[src/rtl/pipeline_ctrl_pkg.sv]
// Shared types and constants for the pipeline sequencing controller.
package pipeline_ctrl_pkg;

    typedef enum logic [1:0] {
        BOOT = 2'd0,
        RUN  = 2'd1,
        WAIT = 2'd2
    } state_t;

    localparam logic [4:0] REG_ZERO = 5'd0;

endpackage

[src/rtl/pipeline_ctrl_if.sv]
// Hazard inputs, fetch handshake and stall/flush controls between the
// sequencing controller and the CPU datapath.
interface pipeline_ctrl_if #(
    parameter int CNT_W = 32
);
    logic [4:0]       RsD;
    logic [4:0]       RtD;
    logic [4:0]       RtE;
    logic [4:0]       WriteRegE;
    logic [4:0]       WriteRegM;
    logic             MemtoRegE;
    logic             RegWriteE;
    logic             MemtoRegM;
    logic             BranchD;
    logic             PCSrcD;
    logic             IMemAck;
    logic             IMemReq;
    logic             StallF;
    logic             StallD;
    logic             FlushD;
    logic             FlushE;
    logic             FetchTimeout;
    logic [CNT_W-1:0] StallCount;
    logic [CNT_W-1:0] FlushCount;

    // Controller side: observes the pipeline, drives the stage controls.
    modport master (
        input  RsD, RtD, RtE, WriteRegE, WriteRegM,
        input  MemtoRegE, RegWriteE, MemtoRegM, BranchD, PCSrcD, IMemAck,
        output IMemReq, StallF, StallD, FlushD, FlushE, FetchTimeout,
        output StallCount, FlushCount
    );

    // Datapath side: supplies pipeline state, consumes the stage controls.
    modport slave (
        output RsD, RtD, RtE, WriteRegE, WriteRegM,
        output MemtoRegE, RegWriteE, MemtoRegM, BranchD, PCSrcD, IMemAck,
        input  IMemReq, StallF, StallD, FlushD, FlushE, FetchTimeout,
        input  StallCount, FlushCount
    );

endinterface

[src/rtl/pipeline_ctrl_sat_counter.sv]
// Event counter that sticks at all-ones instead of wrapping.
module sat_counter #(
    parameter int CNT_W = 32
) (
    input  logic             CLK,
    input  logic             RST,
    input  logic             inc,
    output logic [CNT_W-1:0] count
);

    // Count one per cycle with inc high, holding once every bit is set.
    always_ff @(posedge CLK or posedge RST) begin
        if (RST) begin
            count <= '0;
        end else if (inc && (count != '1)) begin
            count <= count + CNT_W'(1);
        end
    end

endmodule

[src/rtl/pipeline_ctrl.sv]
// Pipeline sequencing controller: boot hold, instruction fetch handshake,
// load-use and branch-operand hazard stalls, branch flush and statistics.
module pipeline_ctrl
    import pipeline_ctrl_pkg::*;
#(
    parameter int BOOT_CYCLES = 2,
    parameter int TIMEOUT     = 16,
    parameter int CNT_W       = 32
) (
    input  logic            CLK,
    input  logic            RST,
    pipeline_ctrl_if.master bus
);

    localparam int BOOT_W = (BOOT_CYCLES > 1) ? $clog2(BOOT_CYCLES) : 1;
    localparam int WAIT_W = $clog2(TIMEOUT + 1);
    localparam logic [BOOT_W-1:0] BOOT_LAST = BOOT_W'(BOOT_CYCLES - 1);
    localparam logic [WAIT_W-1:0] WAIT_LAST = WAIT_W'(TIMEOUT - 1);
    localparam logic [WAIT_W-1:0] WAIT_MAX  = WAIT_W'(TIMEOUT);

    state_t            state;
    state_t            next_state;
    logic [BOOT_W-1:0] boot_cnt;
    logic [WAIT_W-1:0] wait_cnt;
    logic              fetch_timeout;
    logic              boot_done;
    logic              fetch_active;
    logic              fetch_miss;
    logic              lw_stall;
    logic              branch_stall;
    logic              hazard_stall;
    logic              imem_req;
    logic              stall_f;
    logic              stall_d;
    logic              flush_d;
    logic              flush_e;

    // A load in Execute whose target feeds the Decode instruction must wait
    // one cycle; register 0 is never a real dependency.
    assign lw_stall = bus.MemtoRegE && (bus.RtE != REG_ZERO) &&
                      ((bus.RtE == bus.RsD) || (bus.RtE == bus.RtD));

    // Branches compare in Decode, so an operand still being produced in
    // Execute (ALU) or Memory (load) has not reached a forwarding point.
    assign branch_stall = bus.BranchD &&
        ((bus.RegWriteE && (bus.WriteRegE != REG_ZERO) &&
          ((bus.WriteRegE == bus.RsD) || (bus.WriteRegE == bus.RtD))) ||
         (bus.MemtoRegM && (bus.WriteRegM != REG_ZERO) &&
          ((bus.WriteRegM == bus.RsD) || (bus.WriteRegM == bus.RtD))));

    assign hazard_stall = lw_stall || branch_stall;
    assign boot_done    = (state == BOOT) && (boot_cnt == BOOT_LAST);
    assign fetch_active = (state == RUN) || (state == WAIT);
    assign fetch_miss   = fetch_active && !bus.IMemAck;

    // Controller state register.
    always_ff @(posedge CLK or posedge RST) begin
        if (RST) begin
            state <= BOOT;
        end else begin
            state <= next_state;
        end
    end

    // Count edges spent in BOOT so the PC is held for a fixed number of cycles.
    always_ff @(posedge CLK or posedge RST) begin
        if (RST) begin
            boot_cnt <= '0;
        end else if ((state == BOOT) && !boot_done) begin
            boot_cnt <= boot_cnt + BOOT_W'(1);
        end else begin
            boot_cnt <= '0;
        end
    end

    // Track consecutive un-acked fetch cycles; an ack clears the run and
    // wins over reaching the limit in the same cycle. The timeout is sticky.
    always_ff @(posedge CLK or posedge RST) begin
        if (RST) begin
            wait_cnt      <= '0;
            fetch_timeout <= 1'b0;
        end else if (!fetch_miss) begin
            wait_cnt <= '0;
        end else begin
            if (wait_cnt != WAIT_MAX) begin
                wait_cnt <= wait_cnt + WAIT_W'(1);
            end
            if (wait_cnt == WAIT_LAST) begin
                fetch_timeout <= 1'b1;
            end
        end
    end

    // Next state and stage controls; BOOT holds everything, a missing fetch
    // freezes the front end, otherwise hazards stall and taken branches flush.
    always_comb begin
        next_state = state;
        imem_req   = 1'b0;
        stall_f    = 1'b1;
        stall_d    = 1'b1;
        flush_d    = 1'b1;
        flush_e    = 1'b1;
        case (state)
            BOOT: begin
                if (boot_done) begin
                    next_state = RUN;
                end
            end
            RUN, WAIT: begin
                imem_req = 1'b1;
                if (!bus.IMemAck) begin
                    stall_f    = 1'b1;
                    stall_d    = 1'b1;
                    flush_e    = 1'b1;
                    flush_d    = 1'b0;
                    next_state = WAIT;
                end else begin
                    stall_f    = hazard_stall;
                    stall_d    = hazard_stall;
                    flush_e    = hazard_stall;
                    flush_d    = bus.PCSrcD && !hazard_stall;
                    next_state = RUN;
                end
            end
            default: begin
                next_state = BOOT;
            end
        endcase
    end

    assign bus.IMemReq      = imem_req;
    assign bus.StallF       = stall_f;
    assign bus.StallD       = stall_d;
    assign bus.FlushD       = flush_d;
    assign bus.FlushE       = flush_e;
    assign bus.FetchTimeout = fetch_timeout;

    sat_counter #(.CNT_W(CNT_W)) u_stall_cnt (
        .CLK   (CLK),
        .RST   (RST),
        .inc   (fetch_active && stall_f),
        .count (bus.StallCount)
    );

    sat_counter #(.CNT_W(CNT_W)) u_flush_cnt (
        .CLK   (CLK),
        .RST   (RST),
        .inc   (fetch_active && flush_d),
        .count (bus.FlushCount)
    );

endmodule

[src/flat_wrapper.sv]
// flat-port wrapper written by rule: the top's interface ports become plain ports
module pipeline_ctrl_flat import pipeline_ctrl_pkg::*;
#(
    parameter int BOOT_CYCLES = 2,
    parameter int TIMEOUT     = 16,
    parameter int CNT_W       = 32
)
  (CLK, RST, bus_RsD, bus_RtD, bus_RtE, bus_WriteRegE, bus_WriteRegM, bus_MemtoRegE, bus_RegWriteE, bus_MemtoRegM, bus_BranchD, bus_PCSrcD, bus_IMemAck, bus_IMemReq, bus_StallF, bus_StallD, bus_FlushD, bus_FlushE, bus_FetchTimeout, bus_StallCount, bus_FlushCount);
  pipeline_ctrl_if #(.CNT_W(CNT_W)) bus_i ();
  input  logic CLK;
  input  logic RST;
  input wire logic [$bits(bus_i.RsD)-1:0] bus_RsD;
  input wire logic [$bits(bus_i.RtD)-1:0] bus_RtD;
  input wire logic [$bits(bus_i.RtE)-1:0] bus_RtE;
  input wire logic [$bits(bus_i.WriteRegE)-1:0] bus_WriteRegE;
  input wire logic [$bits(bus_i.WriteRegM)-1:0] bus_WriteRegM;
  input wire logic [$bits(bus_i.MemtoRegE)-1:0] bus_MemtoRegE;
  input wire logic [$bits(bus_i.RegWriteE)-1:0] bus_RegWriteE;
  input wire logic [$bits(bus_i.MemtoRegM)-1:0] bus_MemtoRegM;
  input wire logic [$bits(bus_i.BranchD)-1:0] bus_BranchD;
  input wire logic [$bits(bus_i.PCSrcD)-1:0] bus_PCSrcD;
  input wire logic [$bits(bus_i.IMemAck)-1:0] bus_IMemAck;
  output wire logic [$bits(bus_i.IMemReq)-1:0] bus_IMemReq;
  output wire logic [$bits(bus_i.StallF)-1:0] bus_StallF;
  output wire logic [$bits(bus_i.StallD)-1:0] bus_StallD;
  output wire logic [$bits(bus_i.FlushD)-1:0] bus_FlushD;
  output wire logic [$bits(bus_i.FlushE)-1:0] bus_FlushE;
  output wire logic [$bits(bus_i.FetchTimeout)-1:0] bus_FetchTimeout;
  output wire logic [$bits(bus_i.StallCount)-1:0] bus_StallCount;
  output wire logic [$bits(bus_i.FlushCount)-1:0] bus_FlushCount;
  assign bus_i.RsD = bus_RsD;
  assign bus_i.RtD = bus_RtD;
  assign bus_i.RtE = bus_RtE;
  assign bus_i.WriteRegE = bus_WriteRegE;
  assign bus_i.WriteRegM = bus_WriteRegM;
  assign bus_i.MemtoRegE = bus_MemtoRegE;
  assign bus_i.RegWriteE = bus_RegWriteE;
  assign bus_i.MemtoRegM = bus_MemtoRegM;
  assign bus_i.BranchD = bus_BranchD;
  assign bus_i.PCSrcD = bus_PCSrcD;
  assign bus_i.IMemAck = bus_IMemAck;
  assign bus_IMemReq = bus_i.IMemReq;
  assign bus_StallF = bus_i.StallF;
  assign bus_StallD = bus_i.StallD;
  assign bus_FlushD = bus_i.FlushD;
  assign bus_FlushE = bus_i.FlushE;
  assign bus_FetchTimeout = bus_i.FetchTimeout;
  assign bus_StallCount = bus_i.StallCount;
  assign bus_FlushCount = bus_i.FlushCount;
  pipeline_ctrl #(.BOOT_CYCLES(BOOT_CYCLES), .TIMEOUT(TIMEOUT), .CNT_W(CNT_W)) u_core (.CLK(CLK), .RST(RST), .bus(bus_i));
endmodule
[config.mk]
export PLATFORM = sky130hd
export DESIGN_NAME = pipeline_ctrl_flat
export DESIGN_NICKNAME = d
export VERILOG_FILES = /design/src/rtl/pipeline_ctrl_pkg.sv /design/src/rtl/pipeline_ctrl_if.sv /design/src/rtl/pipeline_ctrl_sat_counter.sv /design/src/rtl/pipeline_ctrl.sv /design/src/flat_wrapper.sv
export SDC_FILE = /design/constraint.sdc
export NUM_CORES = 1
export LEC_CHECK = 0
export BUFFER_PORTS_ARGS = -buffer_cell sky130_fd_sc_hd__buf_2
export CORE_ASPECT_RATIO = 1.5
export CORE_MARGIN = 2
export CORE_UTILIZATION = 41
export CTS_BUF_LIST = sky130_fd_sc_hd__clkbuf_8 sky130_fd_sc_hd__clkbuf_16
export DETAILED_ROUTE_END_ITERATION = 8
export PLACE_DENSITY = 0.6
export SYNTH_ARGS = -nofsm -noshare
export SYNTH_HDL_FRONTEND = slang
export SYNTH_SLANG_ARGS = --single-unit
[constraint.sdc]
create_clock -name CLK -period 2.3 [get_ports CLK]
set_input_delay 0.115 -clock CLK [delete_from_list [all_inputs] [get_ports CLK]]
set_output_delay 0.115 -clock CLK [all_outputs]
set_load 0.01 [all_outputs]
Word level (Yosys, flattened, before mapping)
Cells that the tools add are included.
- bits in registers: 73
- input bits: 33
- logic and storage cells: 65
- add/subtract/negate cells: 4
- equal/unequal tests: 14
- mux-type cells: 11
- reduce and logical (&&, ||, !) cells: 30
- operators by type and width (operator ; number):
    $add A32 B1 Y32 const B ; 2
    $ne A32 B32 Y1 const B ; 2
    $eq A5 B5 Y1 ; 6
    $logic_and A1 B1 Y1 ; 15
    $reduce_bool A5 Y1 ; 3
    $mux W5 ; 2
    $logic_or A1 B1 Y1 ; 6
    $mux W1 ; 6
    $add A5 B1 Y5 const B ; 1
    $eq A5 B4 Y1 const B ; 1
    $ne A5 B5 Y1 const B ; 1
    $mux W2 ; 2
    $pmux W2 S2 ; 1
    $logic_not A1 Y1 ; 3
    $eq A2 B1 Y1 const B ; 1
    $eq A2 B2 Y1 const B ; 1
    $logic_not A2 Y1 ; 1
    $ne A2 B1 Y1 const B ; 1
    $ne A2 B2 Y1 const B ; 1
    $reduce_and A2 Y1 ; 1
    $reduce_or A2 Y1 ; 1
    $add A1 B1 Y1 const B ; 1

Depth between registers and ports, before layout
- depth after elaboration: 12
- depth in mapped cells: 9
- depth with buffers taken out: 8

By module
Synthesis repeated with hierarchy kept, for this count alone.
- cells, all modules: 381
- area, all modules: 4006.3 µm²
- modules (own cells, without submodules) (module ; instances ; cells each ; area an instance (µm²)):
    sat_counter ; 2 ; 139 ; 1561.5
    pipeline_ctrl ; 1 ; 103 ; 883.3

Worst setup path after synthesis
No wires, ideal clock.
- kind: flip-flop to flip-flop
- from: reg u_core.u_flush_cnt.count[0]
- to: reg u_core.u_flush_cnt.count[10]
- setup time: 129 ps
- arrival time: 1988 ps
- setup slack: 183 ps
- cell stages (with the launch flop): 9
- period minus slack after synthesis: 2117 ps
- cells stage by stage: dfrtp_1 ha_1 and2_2 nand4_1 nor4_1 a211oi_1 nand2_2 or4_4 xnor2_2
- word-level cells in the longest chain between the ends: 2
- elaborated cells between the ends (all ways): 3
- ends and longest elaborated chain (what ; line ; text):
    from (decl) ; pipeline_ctrl_sat_counter.sv:8 ; output logic [CNT_W-1:0] count
    from (signal assigned) ; pipeline_ctrl_sat_counter.sv:16 ; count <= count + CNT_W'(1);
    parallel branches: the longest is 2 deep, another holds $add A32 B1 Y32 ; n/a ;
Parallel ways; which one is timed is not known.
A chain may end at the register's enable or synchronous reset.

Worst setup path in the final report
- from: reg u_core.u_stall_cnt.count[19]
- to: reg u_core.u_stall_cnt.count[8]
- word-level cells in the longest chain between the ends: 2
- ends and longest elaborated chain (what ; line ; text):
    from (decl) ; pipeline_ctrl_sat_counter.sv:8 ;
    from (signal assigned) ; pipeline_ctrl_sat_counter.sv:16 ;
    $ne A32 B32 Y1 ; pipeline_ctrl_sat_counter.sv:15 ; end else if (inc && (count != '1)) begin
    $logic_and A1 B1 Y1 ; pipeline_ctrl_sat_counter.sv:15 ;
No other way between the ends.

==> results.toml <==
[synthesis]
synthTopCellsByArea = "dfrtp_1, xnor2_1, nand3_1"
netlist_area_um2 = 4090
ys_ff_latch = 73
synth_fp_nets = 450
synthCells = 410
yosys.area.top_type_share_pct = 44.6
synth-async-reset-ratio_pct = 100
ys.flop_type = "dfrtp_1"
yosys.area.top_type = "dfrtp_1"
avgSynthCellArea_um2 = 9.98
synth_cell_types = 41
ys_seq_area_share_pct = 44.6
yosysMostFrequentCell = "xnor2_1"
synth_top_cells_by_count = "xnor2_1, dfrtp_1, nand3_1"
synth_warnings = 0
synth-edff-count = 0

[route]
final_antenna_net_count = 0
drc = 0
wl_per_cell_um = 15.6
wirelength_um = 10300
drtPass1Iterations = 4
vias = 3516
viasPerCell = 5.34
drt-initial-drc-count = 126

[worst_setup_path]
cp.arrival_ps = 2400
cp-start-kind = "register"
crit_type = "register to register"
end_kind = "register"
crit_fanout = 11
cp_data_required_time_ps = 2550

[floorplanning]
die_w_um = 85.6
die_area_um2 = 10800
rows = 44
io-pin-count = 103
start_util_pct = 42.2
core_um2 = 9690
fp.dieH_um = 126

[sta]
final.period_utilization_pct = 93.5
timing.fmax_mhz = 465
setup_viol = 0
tightestPinTransition_ps = 527
hold_viol_final = 0
slew_viol_final = 0
rsz0062_at_grt = "false"
relSlewSlack_pct = 64.6
finalSetupTns_ps = 0
fin_crit_ps = 2150
fin_worst_skew_ps = 7.11

[grt]
grtUsageTotal_pct = 19.7
gr-total-overflow = 0
grt_max_degree = 74
antenna_found_initial = 0
grt_pass1_vias = 3594
grt_first_pass_wirelength_um = 17000

[power]
power.internal_mw = 2.74
comb_power_share_pct = 23.2
power_mw = 3.91
p_switching_mw = 1.16
p_sw_share_pct = 29.8
p_leak_nw = 2.52
vdd_ir_drop_max_uv = 455
p_seq_share_pct = 38.7
p_per_area_nw_per_um2 = 747
p_clk_share_pct = 38.1

[cells_and_area]
n_fill_cell = 902
fin_nets = 579
area_delta_synth_final_pct = 27.9
drive_above_1_share_pct = 28.9
multi_input_area_um2 = 2150
seq_area_um2 = 1830
antenna-diode-count = 0

[placement]
place_congestion = 0.944
hpwlAfterDp_um = 7780
io_buffers = 102

[run]
drv_cap = 0

[cts]
cts.sinks = 73
clkTransAtPathRegs_ps = 60
cts_max_path_buffers = 2
htreeDepth = 3
clock_latency_ps = 330
cts_root_buf = "clkbuf_16"
cts_tree = "done"
cts_made_buffers = 9

[hold_path]
hp-class = "input port to register"

[run_status]
outcome = "finished, final reports clean"
## sequential cells by signal, indices dropped and copies added (netlist names)
name and count:
u_core.wait_cnt 5, u_core.u_stall_cnt.count 32, u_core.boot_cnt 1, u_core.bus.FetchTimeout 1, u_core.u_flush_cnt.count 32, u_core.state 2
## power groups by stage
stage	clock (mW)	sequential, mW	combinational (mW)
CTS	1.53	1.52	0.927
global route	1.58	1.53	1.01
finish	1.49	1.51	0.907
floorplan	0	1.57	0.552
global placement	0	1.53	0.902
detailed placement	0	1.54	0.920
## worst paths after layout
check	start	end	slack, ps	depth (start not counted)
max	u_core.u_stall_cnt.count[19]	u_core.u_stall_cnt.count[8]	150	8
min	bus_IMemAck	u_core.state[0]	120	2
max reg2reg	u_core.u_stall_cnt.count[19]	u_core.u_stall_cnt.count[8]	150	8
min reg2reg	u_core.boot_cnt	u_core.boot_cnt	470	1
max in group asynchronous	RST	u_core.u_stall_cnt.count[7]	1540	4
min in group asynchronous	RST	u_core.u_flush_cnt.count[7]	420	4
## worst max-delay path, stage by stage, from the launching register on
cell and delay [ps]:
dfrtp_1 390, nand4_1 200, nor4bb_2 370, and2_1 180, nand4_1 270, buf_4 280
and4_1 200, nand2_1 70, xnor2_1 110
## metrics by stage
| step | cell area (µm²) | hold WS (ps) | util, % | std cells | worst slack [ps] |
|---|---|---|---|---|---|
| floorplan | 4090 | 277 | - | 410 | 183 |
| finish | 5230 | 117 | 54.0 | 659 | 150 |
| global route | 5230 | 124 | 54.0 | 659 | 20.8 |
| global placement | 4870 | 228 | 50.3 | 640 | 121 |
| CTS | 5210 | 106 | 53.7 | 657 | 39.1 |
| detailed placement | 4870 | 235 | 50.3 | 640 | 25.6 |
## metal layers
layer	GRT usage [%]	wire (µm)	vias to the layer above
met2	34.4	5340	119
li1	-	-	1694
met4	9.06	276	0
met5	0	0	-
met3	5.07	608	21
met1	22.3	4040	1682
## cell usage in the layout, fill, tap and decap left out, drive strengths merged, types with 4 or more instances in the layout
cell type,Yosys,final
nand2,31,31
xnor2,77,77
nor2,20,20
inv,14,15
mux2i,4,4
clkbuf,5,9
and4,10,10
nor4,5,5
nand4,28,28
dfrtp,73,73
nor3,20,20
buf,7,129
and3,23,23
and2,8,8
xor2,17,17
nand3,36,36
ha,7,7
## kinds of logic (layout without fill, tap and decap cells)
logic type	after synthesis	count (layout)	share of synthesized area [%]
AOI/OAI and AO/OA	11	11	2.57
and+or+nand+nor	193	193	25.8
xor gates and xnor gates	94	94	20.3
buffers and inverters	26	160	3.03
muxes	6	6	1.53
adders and majority gates	7	7	2.14
DFF	73	73	44.6
## area by class of cell
type | instances | share of cell area, %
multi-input combinational | 311 | 41.1
inverter | 14 | 1.00
clock buffer | 9 | 4.30
tap | 115 | 2.75
clock inverter | 7 | 1.84
sequential | 73 | 34.9
timing repair buffer | 130 | 14.1
## timing repair
action	in CTS	in global routing
resized for setup	0	2
hold endpoints to repair	73	0
buffers inserted	0	2
hold buffers	1	0
setup endpoints to repair	0	12
Power figures use the tool's default switching activity.
